## src/rtl/vxe_axi_biu_req.sv

```systemverilog
// AXI BIU request stage: pops write/read requests from the switch and issues each
// as a single-beat 64-bit AXI4 transaction, limiting outstanding transactions per direction.
module vxe_axi_biu_req #(
    parameter int MAX_OUTST = 8
) (
    input  logic        clk,
    input  logic        rst,
    input  logic [5:0]  biu_awcid,
    input  logic [39:0] biu_awaddr,
    input  logic [63:0] biu_awdata,
    input  logic [7:0]  biu_awstrb,
    input  logic        biu_awvalid,
    output logic        biu_awpop,
    input  logic [5:0]  biu_arcid,
    input  logic [39:0] biu_araddr,
    input  logic        biu_arvalid,
    output logic        biu_arpop,
    output logic [5:0]  m_awid,
    output logic [39:0] m_awaddr,
    output logic [7:0]  m_awlen,
    output logic [2:0]  m_awsize,
    output logic [1:0]  m_awburst,
    output logic        m_awvalid,
    input  logic        m_awready,
    output logic [63:0] m_wdata,
    output logic [7:0]  m_wstrb,
    output logic        m_wlast,
    output logic        m_wvalid,
    input  logic        m_wready,
    output logic [5:0]  m_arid,
    output logic [39:0] m_araddr,
    output logic [7:0]  m_arlen,
    output logic [2:0]  m_arsize,
    output logic [1:0]  m_arburst,
    output logic        m_arvalid,
    input  logic        m_arready,
    input  logic        i_wr_done,
    input  logic        i_rd_done,
    output logic [3:0]  o_wr_outst,
    output logic [3:0]  o_rd_outst,
    output logic        o_err
);
    localparam logic [1:0] W_IDLE = 2'd0, W_POP = 2'd1, W_CAPT = 2'd2, W_SEND = 2'd3;
    localparam logic [1:0] R_IDLE = 2'd0, R_POP = 2'd1, R_CAPT = 2'd2, R_SEND = 2'd3;
    localparam logic [3:0] LP_MAX = 4'(MAX_OUTST);

    logic [1:0]  r_wst, r_rst_st;
    logic        r_awpop, r_arpop, r_awvalid, r_wvalid, r_arvalid;
    logic [5:0]  r_awid, r_arid;
    logic [39:0] r_awaddr, r_araddr;
    logic [63:0] r_wdata;
    logic [7:0]  r_wstrb;
    logic [3:0]  r_wr_outst, r_rd_outst;
    logic        r_err;

    logic w_aw_hs, w_w_hs, w_ar_hs, w_wr_can, w_rd_can;

    // Simultaneous increment and decrement cancel; a decrement at zero is absorbed.
    function automatic logic [3:0] f_next_cnt(input logic [3:0] cnt, input logic inc, input logic dec);
        case ({inc, dec})
            2'b10:   return cnt + 4'd1;
            2'b01:   return (cnt == 4'd0) ? cnt : cnt - 4'd1;
            default: return cnt;
        endcase
    endfunction

    assign w_aw_hs  = r_awvalid & m_awready;
    assign w_w_hs   = r_wvalid & m_wready;
    assign w_ar_hs  = r_arvalid & m_arready;
    assign w_wr_can = biu_awvalid && (r_wr_outst < LP_MAX);
    assign w_rd_can = biu_arvalid && (r_rd_outst < LP_MAX);

    always_ff @(posedge clk or posedge rst) begin
        if (rst) begin
            r_wst     <= W_IDLE;
            r_awpop   <= 1'b0;
            r_awvalid <= 1'b0;
            r_wvalid  <= 1'b0;
            r_awid    <= '0;
            r_awaddr  <= '0;
            r_wdata   <= '0;
            r_wstrb   <= '0;
        end else begin
            case (r_wst)
                W_IDLE: if (w_wr_can) begin
                    r_wst   <= W_POP;
                    r_awpop <= 1'b1;
                end
                W_POP: begin
                    r_awpop <= 1'b0;
                    r_wst   <= W_CAPT;
                end
                W_CAPT: begin
                    r_awid    <= biu_awcid;
                    r_awaddr  <= biu_awaddr;
                    r_wdata   <= biu_awdata;
                    r_wstrb   <= biu_awstrb;
                    r_awvalid <= 1'b1;
                    r_wvalid  <= 1'b1;
                    r_wst     <= W_SEND;
                end
                W_SEND: begin
                    if (w_aw_hs) r_awvalid <= 1'b0;
                    if (w_w_hs)  r_wvalid  <= 1'b0;
                    // Exit once neither channel still has a beat pending after this edge.
                    if ((!r_awvalid || m_awready) && (!r_wvalid || m_wready))
                        r_wst <= W_IDLE;
                end
                default: r_wst <= W_IDLE;
            endcase
        end
    end

    always_ff @(posedge clk or posedge rst) begin
        if (rst) begin
            r_rst_st  <= R_IDLE;
            r_arpop   <= 1'b0;
            r_arvalid <= 1'b0;
            r_arid    <= '0;
            r_araddr  <= '0;
        end else begin
            case (r_rst_st)
                R_IDLE: if (w_rd_can) begin
                    r_rst_st <= R_POP;
                    r_arpop  <= 1'b1;
                end
                R_POP: begin
                    r_arpop  <= 1'b0;
                    r_rst_st <= R_CAPT;
                end
                R_CAPT: begin
                    r_arid    <= biu_arcid;
                    r_araddr  <= biu_araddr;
                    r_arvalid <= 1'b1;
                    r_rst_st  <= R_SEND;
                end
                R_SEND: if (w_ar_hs) begin
                    r_arvalid <= 1'b0;
                    r_rst_st  <= R_IDLE;
                end
                default: r_rst_st <= R_IDLE;
            endcase
        end
    end

    always_ff @(posedge clk or posedge rst) begin
        if (rst) begin
            r_wr_outst <= '0;
            r_rd_outst <= '0;
            r_err      <= 1'b0;
        end else begin
            r_wr_outst <= f_next_cnt(r_wr_outst, w_aw_hs, i_wr_done);
            r_rd_outst <= f_next_cnt(r_rd_outst, w_ar_hs, i_rd_done);
            if ((i_wr_done && !w_aw_hs && r_wr_outst == 4'd0) ||
                (i_rd_done && !w_ar_hs && r_rd_outst == 4'd0))
                r_err <= 1'b1;
        end
    end

    assign biu_awpop  = r_awpop;
    assign biu_arpop  = r_arpop;
    assign m_awid     = r_awid;
    assign m_awaddr   = r_awaddr;
    assign m_awlen    = 8'd0;
    assign m_awsize   = 3'b011;
    assign m_awburst  = 2'b01;
    assign m_awvalid  = r_awvalid;
    assign m_wdata    = r_wdata;
    assign m_wstrb    = r_wstrb;
    assign m_wlast    = 1'b1;
    assign m_wvalid   = r_wvalid;
    assign m_arid     = r_arid;
    assign m_araddr   = r_araddr;
    assign m_arlen    = 8'd0;
    assign m_arsize   = 3'b011;
    assign m_arburst  = 2'b01;
    assign m_arvalid  = r_arvalid;
    assign o_wr_outst = r_wr_outst;
    assign o_rd_outst = r_rd_outst;
    assign o_err      = r_err;
endmodule
```

## config.mk

```make
export PLATFORM = sky130hd
export DESIGN_NAME = vxe_axi_biu_req
export DESIGN_NICKNAME = d
export VERILOG_FILES = /design/src/rtl/vxe_axi_biu_req.sv
export SDC_FILE = /design/constraint.sdc
export NUM_CORES = 1
export LEC_CHECK = 0
export CAP_MARGIN = 20
export CORE_MARGIN = 10
export CORE_UTILIZATION = 36
export CTS_CLUSTER_SIZE = 10
export DETAILED_ROUTE_END_ITERATION = 7
export PLACE_DENSITY = 0.88
export SETUP_SLACK_MARGIN = 0.02
export SLEW_MARGIN = 0
export SYNTH_ARGS = -nofsm -noshare
export SYNTH_HDL_FRONTEND = slang
export SYNTH_SLANG_ARGS = --single-unit
```

## constraint.sdc

```tcl
create_clock -name clk -period 5.8 [get_ports clk]
set_input_delay 0.87 -clock clk [delete_from_list [all_inputs] [get_ports clk]]
set_output_delay 0.87 -clock clk [all_outputs]
set_load 0.05 [all_outputs]
```

== After elaboration in Yosys (flattened, before gate mapping) ==
Cells that the tools add are included.
Storage, ports and cells
  output and inout bits: 205
  flip-flop bits (word level): 182
  input port bits: 173
  logic and storage cells: 96
Cells by class
  eq/ne operators: 18
  $lt $le $gt $ge: 2
  $add $sub $neg: 4
  bitwise gates (word level): 3
  reductions and logical operators: 33
  muxes and demuxes: 20
Operator list (count)
  2-bit AND reduction: 9
  2-bit != test, second input constant: 8
  2-bit case mux with 4 select lines: 2
  4-bit case mux with 2 select lines: 2
  2-bit == test, second input constant: 6
  2-bit nonzero test: 6
  1-bit case mux with 2 select lines: 5
  4-bit by 1-bit adder with 4-bit output, second input constant: 2
  2-bit by 1-bit == test with 1-bit output, second input constant: 4
  4-bit zero test: 2
  4-bit < comparator, second input constant: 2
  2-bit 2-to-1 mux: 4
  4-bit 2-to-1 mux: 2
  4-bit by 1-bit subtractor with 4-bit output, second input constant: 2
  1-bit logical AND: 7
  1-bit 2-to-1 mux: 5
  1-bit zero test: 4
  2-bit zero test: 2
  1-bit bitwise AND: 3
  1-bit logical OR: 3

== Depth between registers and ports, before layout ==
Gate-level depths: netlist of the first run.
  word-level depth: 5
  mapped depth: 8

== Worst setup path before layout of the first run ==
OpenSTA, ideal clock, no wires.
  kind: input to register
  from: input port m_arready
  to: register r_rd_outst[2], in the netlist o_rd_outst[2]
  path slack: 3.806 ns
  data arrival time: 1.907 ns
  stages on the path: 7
  required time: 5.712 ns
  library setup time: 0.088 ns
  cells stage by stage: nand2_1 > nand2_1 > nand2_1 > nand2_1 > ha_1 > or3_1 > a22oi_1
On the way
  longest elaborated chain between the ends: 4
Ends and longest elaborated chain
  start: declaration: line 36  | input logic m_arready,
  1-bit bitwise AND (*): line 69  | assign w_ar_hs = r_arvalid & m_arready;
  2-bit by 1-bit == test with 1-bit output or 2-bit == test (tied branches): line 60  | case ({inc, dec})
  2-bit != test (no line) or 2-bit nonzero test (tied branches)
  2-bit AND reduction (no line)
  end signal: assignment: line 153  | r_rd_outst <= f_next_cnt(r_rd_outst, w_ar_hs, i_rd_done);
  end: declaration: line 53  | logic [3:0] r_wr_outst, r_rd_outst;
Every way passes the cells marked *; elsewhere a longest branch is shown, timed or not.
A chain may end at the register's enable or synchronous reset.

== Worst setup path after layout of the first run ==
  from: register r_rd_outst[2], in the netlist o_rd_outst[2]
  to: output port o_rd_outst[2]
RTL lines
  end: declaration: line 40  | output logic [3:0] o_rd_outst,
No word-level cell between the ends.

==> run_results.csv, run 1 <==
group,metric,value,unit
cts,cts_sinks,182,
routing,detail_route.drc_violations,0,
timing,final_max_slew_viol_count,0,
cts,clk_root_buffer_cell,"clkbuf_16",
routing,wl_per_cell,19.8,microns
cts,tritoncts.num_buffers,17,
setup_path,chain_of_cells_forming_the_critical_path,"clkdlybuf4s50_1",
synth,mappedNetlistArea,7310,sq um
floorplan,floorplan.die.width,163,microns
floorplan,die-area,26400,sq um
job,cap_violations,0,
floorplan,ioPinCount,378,
cts,cts_hold_buf,0,
routing,route.final.wire_length,22100,microns
synth,synth_seq_cells,182,
cells_and_area,multiInputGateArea,2530,sq um
synth,cell_with_the_most_instances_after_synthesis,"dfrtp_1",
setup_path,endpoint_kind,"primary output",
cells_and_area,flow.area_growth_from_synthesis,59.1,%
global_routing,grt_overflow_total,0,
global_routing,first_global_vias,5653,
timing,tightestPinTransition,0.989,ns
cells_and_area,nNetsFinal,1018,
cells_and_area,drive_gt1_share,13.6,%
synth,synth_top_cells_by_count,"182 x dfrtp_1, 97 x mux2_1, 68 x mux2_2",
placement,dp_hpwl,17400,microns
placement,placement.io_buffers,350,
setup_path,worst-path-buf-inv,1,
timing,finalCritPeriodShare,45.4,%
synth,synth_seq_area_share,62.3,%
cells_and_area,nFillCells,1565,
cts,cts_buffer_depth,2,
timing,fmax,380,MHz
synth,netlist_top_cells_area,"dfrtp_1 62%, mux2_1 15%, mux2_2 10%",
cts,clkSlewWorstSetupHoldPaths,0.07,ns
floorplan,core_area,20100,sq um
synth,synth_top_cell_area_share,62.3,%
timing,min_period,2.63,ns
timing,final.setup_skew,0.0194,ns
synth,post-synth-top-area-cell,"dfrtp_1",
setup_path,cp_max_fo,7,
cells_and_area,sequential_cell_area,4550,sq um
cts,cts_post_setup_buffers_inserted,0,
timing,timing_hold_violations_final,0,
synth,synth_top_flop_cell,"dfrtp_1",
min_path,hp-class,"flip-flop to flip-flop",
cts,clk-insertion-delay-late,0.43,ns
status,outcome,"complete, no violations",
synth,synth_cell_types,36,
setup_path,timing.critical_path.max_delay_family,"buffers and inverters",
global_routing,grt_max_degree,183,
setup_path,crit_path_required_time,4.93,ns
routing,routed-via-count,5124,
placement,gp_congestion,0.810,
timing,setup_violations,0,
timing,grt_setup_unrepaired,"no",
synth,cell_count_after_synthesis,480,
floorplan,num_rows,52,
setup_path,startpoint_class_of_the_critical_path,"flip-flop",
routing,detail_route.vias_per_cell,4.59,
timing,fin_setup_tns,0,ns
global_routing,antenna_violations_before_repair,1,
floorplan,dieHeight,163,microns
synth,syn_avg_cell_area,15.2,sq um
timing,slew_headroom,34.1,%
routing,detailedRoute.firstIterationViolations,238,
cts,cts.repair.resized,0,
cts,htree_levels,4,
setup_path,critical_path_arrival,1.76,ns
cts,tritoncts_clock_tree,"built",
synth,synth-async-reset-ratio,100,%
setup_path,slowest_delay,0.86,ns
synth,synth_enable_flop_cells,0,
routing,drtPass1Iterations,4,
routing,detail-route-antenna-nets,0,
setup_path,crit_type,"flip-flop to primary output",
setup_path,crit_path_top_delay_cell,"clkdlybuf4s50_1",
synth,yosysWarnings,0,
floorplan,floorplan.initialDensity,36.4,%
global_routing,grt_first_pass_wirelength,33400,microns
global_routing,gr-usage-all-layers,16.3,%
==> cell usage in the layout (no fill, tap or decap), drive strengths merged, types with 3 or more instances in the layout <==
master and count:
ha 12, mux2 167, xnor2 3, conb 27, clkbuf 18, clkdlybuf4s50 350, o21ai 8, buf 4
inv 21, nand3 5, nor2 4, clkinv 4, nand2 11, o22ai 4, dfrtp 182, a21oi 4
==> cell type report <==
type	count	area share (%)
diodes	1	0.0215
clock buffers	18	3.69
clock inverters	14	1.54
inverters	13	0.452
multi-input cells	265	21.8
flip-flops and latches	182	39.1
well taps	270	2.90
repair buffers	354	30.5
==> routing by layer <==
layer,GRT usage (%),vias up,wire [microns]
met2,28.5,248,11300
met5,0,-,0
li1,-,2341,-
met1,16.6,2514,7910
met3,8.42,21,2550
met4,4.71,0,329
==> worst paths after layout <==
check,start,end,slack [ns],cells after the start
max,o_rd_outst[2],o_rd_outst[2],3.17,1
min,o_err,o_err,0.48,2
max reg2reg,r_wst[0],m_awaddr[35],3.40,4
min reg2reg,o_err,o_err,0.48,2
max in group asynchronous,rst,m_wdata[50],4.00,3
min in group asynchronous,rst,m_araddr[33],1.05,3
==> cell families (layout without fill, tap and decap cells) <==
| kind of cell | after synthesis | in the layout | synth area share, % |
|---|---|---|---|
| adder cells (fa/ha/maj) | 12 | 12 | 2.05 |
| flip-flops | 182 | 182 | 62.3 |
| AND/OR/NAND/NOR | 27 | 27 | 2.10 |
| AO/OA/AOI/OAI | 26 | 26 | 2.33 |
| other | 2 | 28 | 0.103 |
| multiplexers | 169 | 169 | 26.1 |
| XOR/XNOR | 4 | 4 | 0.479 |
| buffers and inverters | 58 | 399 | 4.57 |
==> per-stage QoR <==
step	hold slack [ns]	instances	setup slack, ns	util (%)	area (sq um)
finish	0.482	1117	3.17	57.9	11600
global route	0.499	1117	3.09	57.9	11600
CTS	0.490	1116	3.16	57.9	11600
detailed placement	0.474	1084	3.16	54.8	11000
global placement	0.466	1084	3.26	54.8	11000
floorplan	0.517	505	2.59	-	7410
==> registers in the layout, summed over array words and instances (netlist names) <==
name / cells
m_wdata: 64
m_araddr: 40
m_awaddr: 40
m_wstrb: 8
m_arid: 6
m_awid: 6
o_rd_outst: 4
o_wr_outst: 4
r_rst_st: 2
r_wst: 2
biu_arpop: 1
biu_awpop: 1
m_arvalid: 1
m_awvalid: 1
m_wvalid: 1
o_err: 1
Power of run 1 is left out: the tool's default activity adds up to more than one toggle a clock period on the data nets, which glitch-free logic cannot reach.
==> inputs of run 2 (changes only) <==
==> constraint.sdc (replaced) <==
create_clock -name clk -period 2.2 [get_ports clk]
set_input_delay 0.33 -clock clk [delete_from_list [all_inputs] [get_ports clk]]
set_output_delay 0.33 -clock clk [all_outputs]
set_load 0.05 [all_outputs]
==> run 2 against run 1 <==
Net effect:
- final area rose by 0.80%
- first-iteration DRC count fell by 15%
- critical endpoint is now o_wr_outst[1]
- clock skew fell by 0.010 ns
==> run_results.csv, run 2 (synthesis results as in run 1) <==
group,metric,value,unit
routing,detail_route.drc_violations,0,
job,cap_violations,0,
routing,wl_per_cell,19.5,microns
timing,final.setup_skew,0.00900,ns
setup_path,number_of_cells_traversed_by_the_worst_register_to_register_path,7,
cts,tritoncts_clock_tree,"built",
setup_path,crit_type,"flip-flop to primary output",
floorplan,die-area,26400,sq um
routing,drtPass1Iterations,4,
cts,cts_post_setup_buffers_inserted,0,
floorplan,floorplan.die.width,163,microns
timing,final_max_slew_viol_count,0,
cts,cts.repair.resized,0,
timing,finalCritPeriodShare,94.4,%
floorplan,floorplan.initialDensity,36.4,%
timing,timing_hold_violations_final,0,
cts,cts_sinks,182,
global_routing,antenna_violations_before_repair,0,
setup_path,cp-startpoint,"o_wr_outst[1]",
floorplan,dieHeight,163,microns
cts,cts_buffer_depth,2,
cells_and_area,layout.cells.most_common,"clkdlybuf4s50_1",
placement,gp_congestion,0.810,
global_routing,gr-usage-all-layers,16.1,%
setup_path,worstReg2RegEnd,"o_rd_outst[2]",
setup_path,cp_max_fo,7,
status,outcome,"complete, no violations",
setup_path,crit_path_top_delay_cell,"clkdlybuf4s50_1",
cts,clk_root_buffer_cell,"clkbuf_16",
cells_and_area,flow.area_growth_from_synthesis,60.4,%
setup_path,crit_path_required_time,1.87,ns
setup_path,critical_path_arrival,1.75,ns
timing,slew_headroom,61.4,%
cells_and_area,finish.utilization,58.3,%
setup_path,startpoint_class_of_the_critical_path,"flip-flop",
placement,placement.io_buffers,350,
setup_path,chain_of_cells_forming_the_critical_path,"clkdlybuf4s50_1",
cts,clk-insertion-delay-late,0.42,ns
placement,dp_hpwl,17500,microns
setup_path,worst-path-buf-inv,1,
cts,tritoncts.num_buffers,17,
global_routing,grt_overflow_total,0,
cells_and_area,diodes,0,
routing,detail_route.vias_per_cell,4.57,
timing,grt_setup_unrepaired,"no",
timing,setup_violations,0,
routing,route.final.wire_length,22000,microns
global_routing,grt_first_pass_wirelength,33400,microns
min_path,hp-class,"input port to asynchronous set/reset pin",
routing,detailedRoute.firstIterationViolations,202,
cts,htree_levels,4,
setup_path,crit-reg2reg-launch,"m_arvalid",
floorplan,num_rows,52,
timing,min_period,2.08,ns
floorplan,ioPinCount,378,
cells_and_area,drive_gt1_share,14.6,%
routing,detail-route-antenna-nets,0,
global_routing,first_global_vias,5766,
cells_and_area,final_cell_mix,"350 x clkdlybuf4s50_1, 182 x dfrtp_1, 97 x mux2_1",
cts,cts_hold_buf,0,
setup_path,slowest_delay,0.86,ns
cells_and_area,nNetsFinal,1027,
setup_path,ff2ff_setup_slack,0.52,ns
routing,routed-via-count,5146,
setup_path,timing.critical_path.max_delay_family,"buffers and inverters",
floorplan,core_area,20100,sq um
cells_and_area,largest_reg_flops,64,
cts,clkSlewWorstSetupHoldPaths,0.08,ns
setup_path,endpoint_kind,"primary output",
global_routing,grt_max_degree,73,
timing,tightestPinTransition,0.578,ns
timing,fmax,482,MHz
run 2: cell type report:
class                      count  area, sq um
fill                        1584         8380
tap                          270          338
sequential                   182         4550
inverter                      13         52.6
timing repair buffer         363         3680
clock inverter                14          134
multi-input combinational    265         2530
clock buffer                  18          439
run 2: worst max path at each step:
stage	to	slack [ns]	cells past startpoint
2_1_floorplan	biu_arpop	-0.47	1
3_3_place_gp	o_rd_outst[2]	0.26	7
3_5_place_dp	o_rd_outst[2]	0.15	7
4_1_cts	o_wr_outst[1]	0.09	1
5_1_grt	o_wr_outst[1]	0.05	1
6_report	o_wr_outst[1]	0.12	1
run 2: metal layers:
metal	up-vias	share of wire (%)	GRT usage (%)
li1	2351	-	-
met1	2550	38	17.3
met2	233	50	28.4
met3	12	11	7.71
met4	0	0.89	3.24
met5	-	0	0
run 2: through the flow:
| stage | setup TNS (ns) | setup WS (ns) | cell area (sq um) | std cells | hold WS, ns |
|---|---|---|---|---|---|
| 2_1_floorplan | -84.91 | -0.467 | 7410 | 505 | 0.416 |
| 3_3_place_gp | 0 | 0.256 | 11200 | 1093 | 0.466 |
| 3_5_place_dp | 0 | 0.154 | 11200 | 1093 | 0.474 |
| 4_1_cts | 0 | 0.0899 | 11700 | 1125 | 0.202 |
| 5_1_grt | 0 | 0.0471 | 11700 | 1125 | 0.212 |
| 6_report | 0 | 0.124 | 11700 | 1125 | 0.215 |
Power of run 2 is left out for the same reason.
==> patch 1, RTL diff (config.mk and constraints of run 2) <==
Put one more register stage on the output `o_err`, with the module's reset. The value now appears one clock later. The other outputs are not delayed to match.
--- a/src/rtl/vxe_axi_biu_req.sv
+++ b/src/rtl/vxe_axi_biu_req.sv
@@ -177,5 +177,11 @@
     assign m_arvalid  = r_arvalid;
     assign o_wr_outst = r_wr_outst;
     assign o_rd_outst = r_rd_outst;
-    assign o_err      = r_err;
+    always_ff @(posedge clk or posedge rst) begin
+        if (rst) begin
+            o_err <= '0;
+        end else begin
+            o_err <= r_err;
+        end
+    end
 endmodule
Check against the original RTL: not equivalent (Yosys sat finds a counterexample within 4 cycles, from zero or initial values and one cycle with rst high).
==> patch 1 against run 2 <==
Die area grew 0.31%; highest routed layer unchanged; count of clock-buffer cells in the layout is the same; design area grew 0.66%; worst setup slack gained 0.0094 ns; sequential cell count grew 1; via count is essentially flat; sequential share of layout area is essentially flat; synthesized area grew 0.36%; worst hold slack gained 0.024 ns; clock skew grew 0.0036 ns; routed wire length shrank 0.94%.
Power is left out: the tool's default activity adds up to more than one toggle a clock period on the data nets, which glitch-free logic cannot reach.
==> patch 1: results (changes against run 2) <==
* Initial antenna violation count at 0 (unchanged)
* Slowest-stage cell, CP: clkdlybuf4s50_1 (unchanged)
* Largest register FFs at 64 (unchanged)
* Resized Gates After CTS at 0 (unchanged)
* Multiplexer share of the synthesized area at 26.13% (was 26.09%)
* Distinct cells, synth at 33 (was 36)
* Status: completed (unchanged)
* YS warnings at 0 (unchanged)
* Max_slew headroom at 60.77% (was 61.36%)
* CTS buffer count at 17 (unchanged)
* Clk_lat worst skew at 0.42 ns (about the same)
* Via count at 5,143 (was 5,146)
* Fillers at 1,600 (was 1,584)
* Largest net degree at the start of global routing at 71 (was 73)
* CTS clk-pin slew, worst paths at 0.08 ns (about the same)
* Launching point of the worst reg2reg path: r_rst_st[0] (was m_arvalid)
* Cell family with most CP delay: buffers and inverters (unchanged)
* Crit path largest cell delay at 0.87 ns
* Arrival time at the worst endpoint at 1.74 ns
* Crit-path max FO at 6 (was 7)
* Worst Clk Skew at 0.01255 ns (was 0.008998 ns)
* Seq/Total Area, Yosys at 62.39% (was 62.28%)
* H-tree Lvls at 4 (unchanged)
* Pre-CTS WS at 0.1381 ns (was 0.1543 ns)
* Post-DP HPWL at 17,250 um (was 17,480 um)
* Placer Congestion at 0.8099 (was 0.8101)
* Drt wl/cell at 19.32 um (was 19.54 um)
* Longest Clk Path Bufs at 2 (unchanged)
* Synth cell count leaders: 183 x dfrtp_1, 165 x mux2_2, 27 x buf_4 (was 182 x dfrtp_1, 97 x mux2_1, 68 x mux2_2)
* Synth Area in Compound Gates at 2.165% (was 2.327%)
* Setup crit start: o_rd_outst[0] (was o_wr_outst[1])
* Synth top area cells: dfrtp_1 62%, mux2_2 25%, buf_4 2.8% (was dfrtp_1 62%, mux2_1 15%, mux2_2 10%)
* Post-DP Area at 0.01123 mm2 (was 0.01115 mm2)
* Root Buffer: clkbuf_16 (unchanged)
* Xor/xnor share of the synthesized area at 0.5967% (was 0.4790%)
* DR iter-0 viols at 137 (was 202)
* Vias in the first global route at 5,705 (was 5,766)
* Layout cell share with drive strength beyond 1 at 26.14% (was 14.62%)
* Worst hold path class: primary input to async pin (unchanged)
* Tot GR Track Use at 15.98% (was 16.11%)
* Post-synthesis adder-cell area fraction at 2.046% (was 2.053%)
* Post-layout nets at 1,029 (was 1,027)
* Ys async rst share at 100.0% (unchanged)
* First drt pass iteration count at 4 (unchanged)
* Port bufs at 350 (unchanged)
* Global-route wire length before repair at 33,090 um (was 33,430 um)
[patch 1: layout make-up]
class	instances	share of cell area (%)
Sequential cell	183	38.79
Clock buffer	18	3.720
Inverter	11	0.3816
Clock inverter	14	1.102
Timing Repair Buffer	365	31.61
Multi-Input combinational cell	266	21.54
Tap cell	270	2.862
[patch 1: cells by family after synthesis]
kind of cell,after synthesis
flip-flops,183
multiplexers,170
buffers and inverters,56
AND/OR/NAND/NOR,28
AO/OA/AOI/OAI,24
adder cells (fa/ha/maj),12
XOR/XNOR,5
other,2
[patch 1: per-stage QoR]
step / hold slack [ns] / utilization (%) / instances
floorplan: 0.3543 / - / 505
global placement: 0.3631 / 55.69 / 1095
detailed placement: 0.3758 / 55.69 / 1095
CTS: 0.2224 / 58.52 / 1127
global route: 0.2312 / 58.53 / 1127
finish: 0.2395 / 58.53 / 1127
[patch 1: path summary, 6_finish.rpt]
| check | to | slack (ns) | cells past startpoint |
|---|---|---|---|
| max | o_rd_outst[0] | 0.13 | 1 |
| min | m_wdata[41] | 0.24 | 2 |
| max reg2reg | m_araddr[25] | 0.54 | 4 |
| min reg2reg | o_err | 0.38 | 0 |
| max in group asynchronous | m_awaddr[21] | 1.28 | 3 |
| min in group clk | o_err | 0.38 | 0 |
[patch 1: per-layer routing]
| layer | part of all wire (%) | GRT usage (%) | wire [um] | vias up |
|---|---|---|---|---|
| met5 | 0 | 0 | 0 | - |
| met4 | 1.3 | 4.180 | 273 | 0 |
| met3 | 13 | 8.974 | 2754 | 17 |
| met2 | 50 | 27.74 | 10960 | 246 |
| met1 | 36 | 16.24 | 7788 | 2522 |
| li1 | - | - | - | 2358 |
==> patch 2, RTL diff (flow settings as in run 2) <==
Made on the original files. Set the parameter `MAX_OUTST` to 4 (it was 8).
--- a/src/rtl/vxe_axi_biu_req.sv
+++ b/src/rtl/vxe_axi_biu_req.sv
@@ -1,7 +1,7 @@
 // AXI BIU request stage: pops write/read requests from the switch and issues each
 // as a single-beat 64-bit AXI4 transaction, limiting outstanding transactions per direction.
 module vxe_axi_biu_req #(
-    parameter int MAX_OUTST = 8
+    parameter int MAX_OUTST = 4
 ) (
     input  logic        clk,
     input  logic        rst,
Behaviour: no difference found for any inputs over 4 cycles, from zero or initial values and one cycle with rst high; that may be too few to reach the edited logic, so the function may still have changed.
==> patch 2 against run 2 <==
Die area is 0.33% higher; core utilization fell by 0.16 points; synthesized area increased by 0.38%; design area barely moved; routed wire length decreased by 2.2%; sequential cell count unchanged; sequential share of layout area about the same; count of clock-buffer cells in the layout rose by 1; global-route usage fell by 0.63 points; worst setup slack about the same.
Power is not shown: default switching activity piles up to over one toggle a cycle in this logic, so the estimate is an artifact.
==> patch 2: results (changes against run 2) <==
* Worst hold path class: primary input to async pin (unchanged)
* Arrival time at the worst endpoint at 1.75 ns (about the same)
* Placer Congestion at 0.7679 (was 0.8101)
* Post-DP HPWL at 17,320 um (was 17,480 um)
* Port bufs at 350 (unchanged)
* First drt pass iteration count at 5 (was 4)
* Ys async rst share at 100.0% (unchanged)
* WHS at 0.3373 ns (was 0.2151 ns)
* Crit-path max FO at 6 (was 7)
* Worst R2R End: m_awid[2] (was o_rd_outst[2])
* Largest register FFs at 64 (unchanged)
* Layout cell share with drive strength beyond 1 at 15.89% (was 14.62%)
* CTS buffer count at 17 (unchanged)
* Post-layout nets at 1,028 (was 1,027)
* Largest net degree at the start of global routing at 69 (was 73)
* Synth cell count leaders: 182 x dfrtp_1, 88 x mux2_1, 77 x mux2_2 (was 182 x dfrtp_1, 97 x mux2_1, 68 x mux2_2)
* Seq/Total Area, Yosys at 62.04% (was 62.28%)
* Crit path largest cell delay at 0.87 ns
* H-tree Lvls at 4 (unchanged)
* Post-synthesis adder-cell area fraction at 2.045% (was 2.053%)
* Global-route wire length before repair at 32,110 um (was 33,430 um)
* Worst Clk Skew at 0.009061 ns (was 0.008998 ns)
* Multiplexer share of the synthesized area at 26.61% (was 26.09%)
* Ys flop type: dfrtp_1 (unchanged)
* Via count at 5,129 (was 5,146)
* Root Buffer: clkbuf_16 (unchanged)
* Synth top area cells: dfrtp_1 62%, mux2_1 13%, mux2_2 12% (was dfrtp_1 62%, mux2_1 15%, mux2_2 10%)
* Launching point of the worst reg2reg path: r_wst[0] (was m_arvalid)
* Tot GR Track Use at 15.48% (was 16.11%)
* Max-Cap Viols at 0 (unchanged)
* Worst-margin pin slew at 0.5879 ns (was 0.5778 ns)
* Status: completed (unchanged)
* Diodes inserted at 0 (unchanged)
* Final WL at 21,500 um (was 21,980 um)
* Xor/xnor share of the synthesized area at 0.7159% (was 0.4790%)
* Initial antenna violation count at 0 (unchanged)
* Distinct cells, synth at 31 (was 36)
* Vias in the first global route at 5,601 (was 5,766)
* Cell family with most CP delay: buffers and inverters (unchanged)
* R2r setup slk at 0.45 ns (was 0.52 ns)
* Longest Clk Path Bufs at 2 (unchanged)
* DR iter-0 viols at 218 (was 202)
* YS warnings at 0 (unchanged)
* Slowest-stage cell, CP: clkdlybuf4s50_1 (unchanged)
* Post-CTS setup buffers at 0 (unchanged)
* Synth Area in Compound Gates at 1.807% (was 2.327%)
* Routed Antenna Nets at 0 (unchanged)
* Clk_lat worst skew at 0.41 ns
* Reg2reg path depth at 4 (was 7)
* CTS clk-pin slew, worst paths at 0.07 ns
[patch 2: cell count changes after synthesis, moves of 2 or more]
cell / delta
nand2_4: +2
a22oi_1: -2
a31oi_1: -2
mux2_1: -9
mux2i_1: +3
a21oi_1: +3
mux2_2: +9
o22ai_1: -4
o31ai_1: +2
[patch 2: kinds of logic (layout without fill, tap and decap cells)]
| group | count (synthesis) | count (layout) |
|---|---|---|
| AND/OR/NAND/NOR | 25 | 25 |
| multiplexers | 173 | 173 |
| AO/OA/AOI/OAI | 21 | 21 |
| adder cells (fa/ha/maj) | 12 | 12 |
| XOR/XNOR | 6 | 6 |
| buffers and inverters | 58 | 410 |
| other | 2 | 27 |
| flip-flops | 182 | 182 |
[patch 2: metrics by stage]
| step | setup TNS [ns] | instance area (um2) | std cells | worst slack [ns] | util [%] |
|---|---|---|---|---|---|
| finish | 0 | 11730 | 1126 | 0.1242 | 58.18 |
| global route | 0 | 11730 | 1126 | 0.06287 | 58.18 |
| floorplan | -84.91 | 7438 | 504 | -0.4666 | - |
| global placement | 0 | 11170 | 1094 | 0.3200 | 55.39 |
| detailed placement | 0 | 11170 | 1094 | 0.3007 | 55.39 |
| CTS | 0 | 11730 | 1126 | 0.03131 | 58.14 |
[patch 2: metal layers]
metal / wire length (um) / global-route usage (%) / vias up
met2: 10950 / 27.22 / 242
met5: 0 / 0 / -
li1: - / - / 2332
met3: 2460 / 7.685 / 14
met4: 141 / 2.992 / 0
met1: 7954 / 16.47 / 2541
[patch 2: final cells by class]
type,instances,area [um2]
clock buffer,19,432.9
timing repair buffer,365,3674
inverter,13,52.55
fill,1613,8436
clock inverter,13,121.4
multi-input combinational,264,2561
tap,270,337.8
sequential,182,4554
[patch 2: timing repair]
item                       CTS  global route
hold buffers                 0             0
resized for setup            0             3
setup endpoints to repair    0             3
[patch 2: worst max path at each step]
stage / cells past startpoint / slack [ns] / endpoint / from
after floorplan: 1 / -0.47 / biu_arpop / rst
after CTS: 1 / 0.03 / o_wr_outst[1] / o_wr_outst[1]
after global routing: 1 / 0.06 / o_rd_outst[0] / o_rd_outst[0]
final: 1 / 0.12 / o_wr_outst[2] / o_wr_outst[2]
after detailed placement: 7 / 0.30 / o_wr_outst[2] / m_awready
after global placement: 7 / 0.32 / o_wr_outst[2] / m_awready
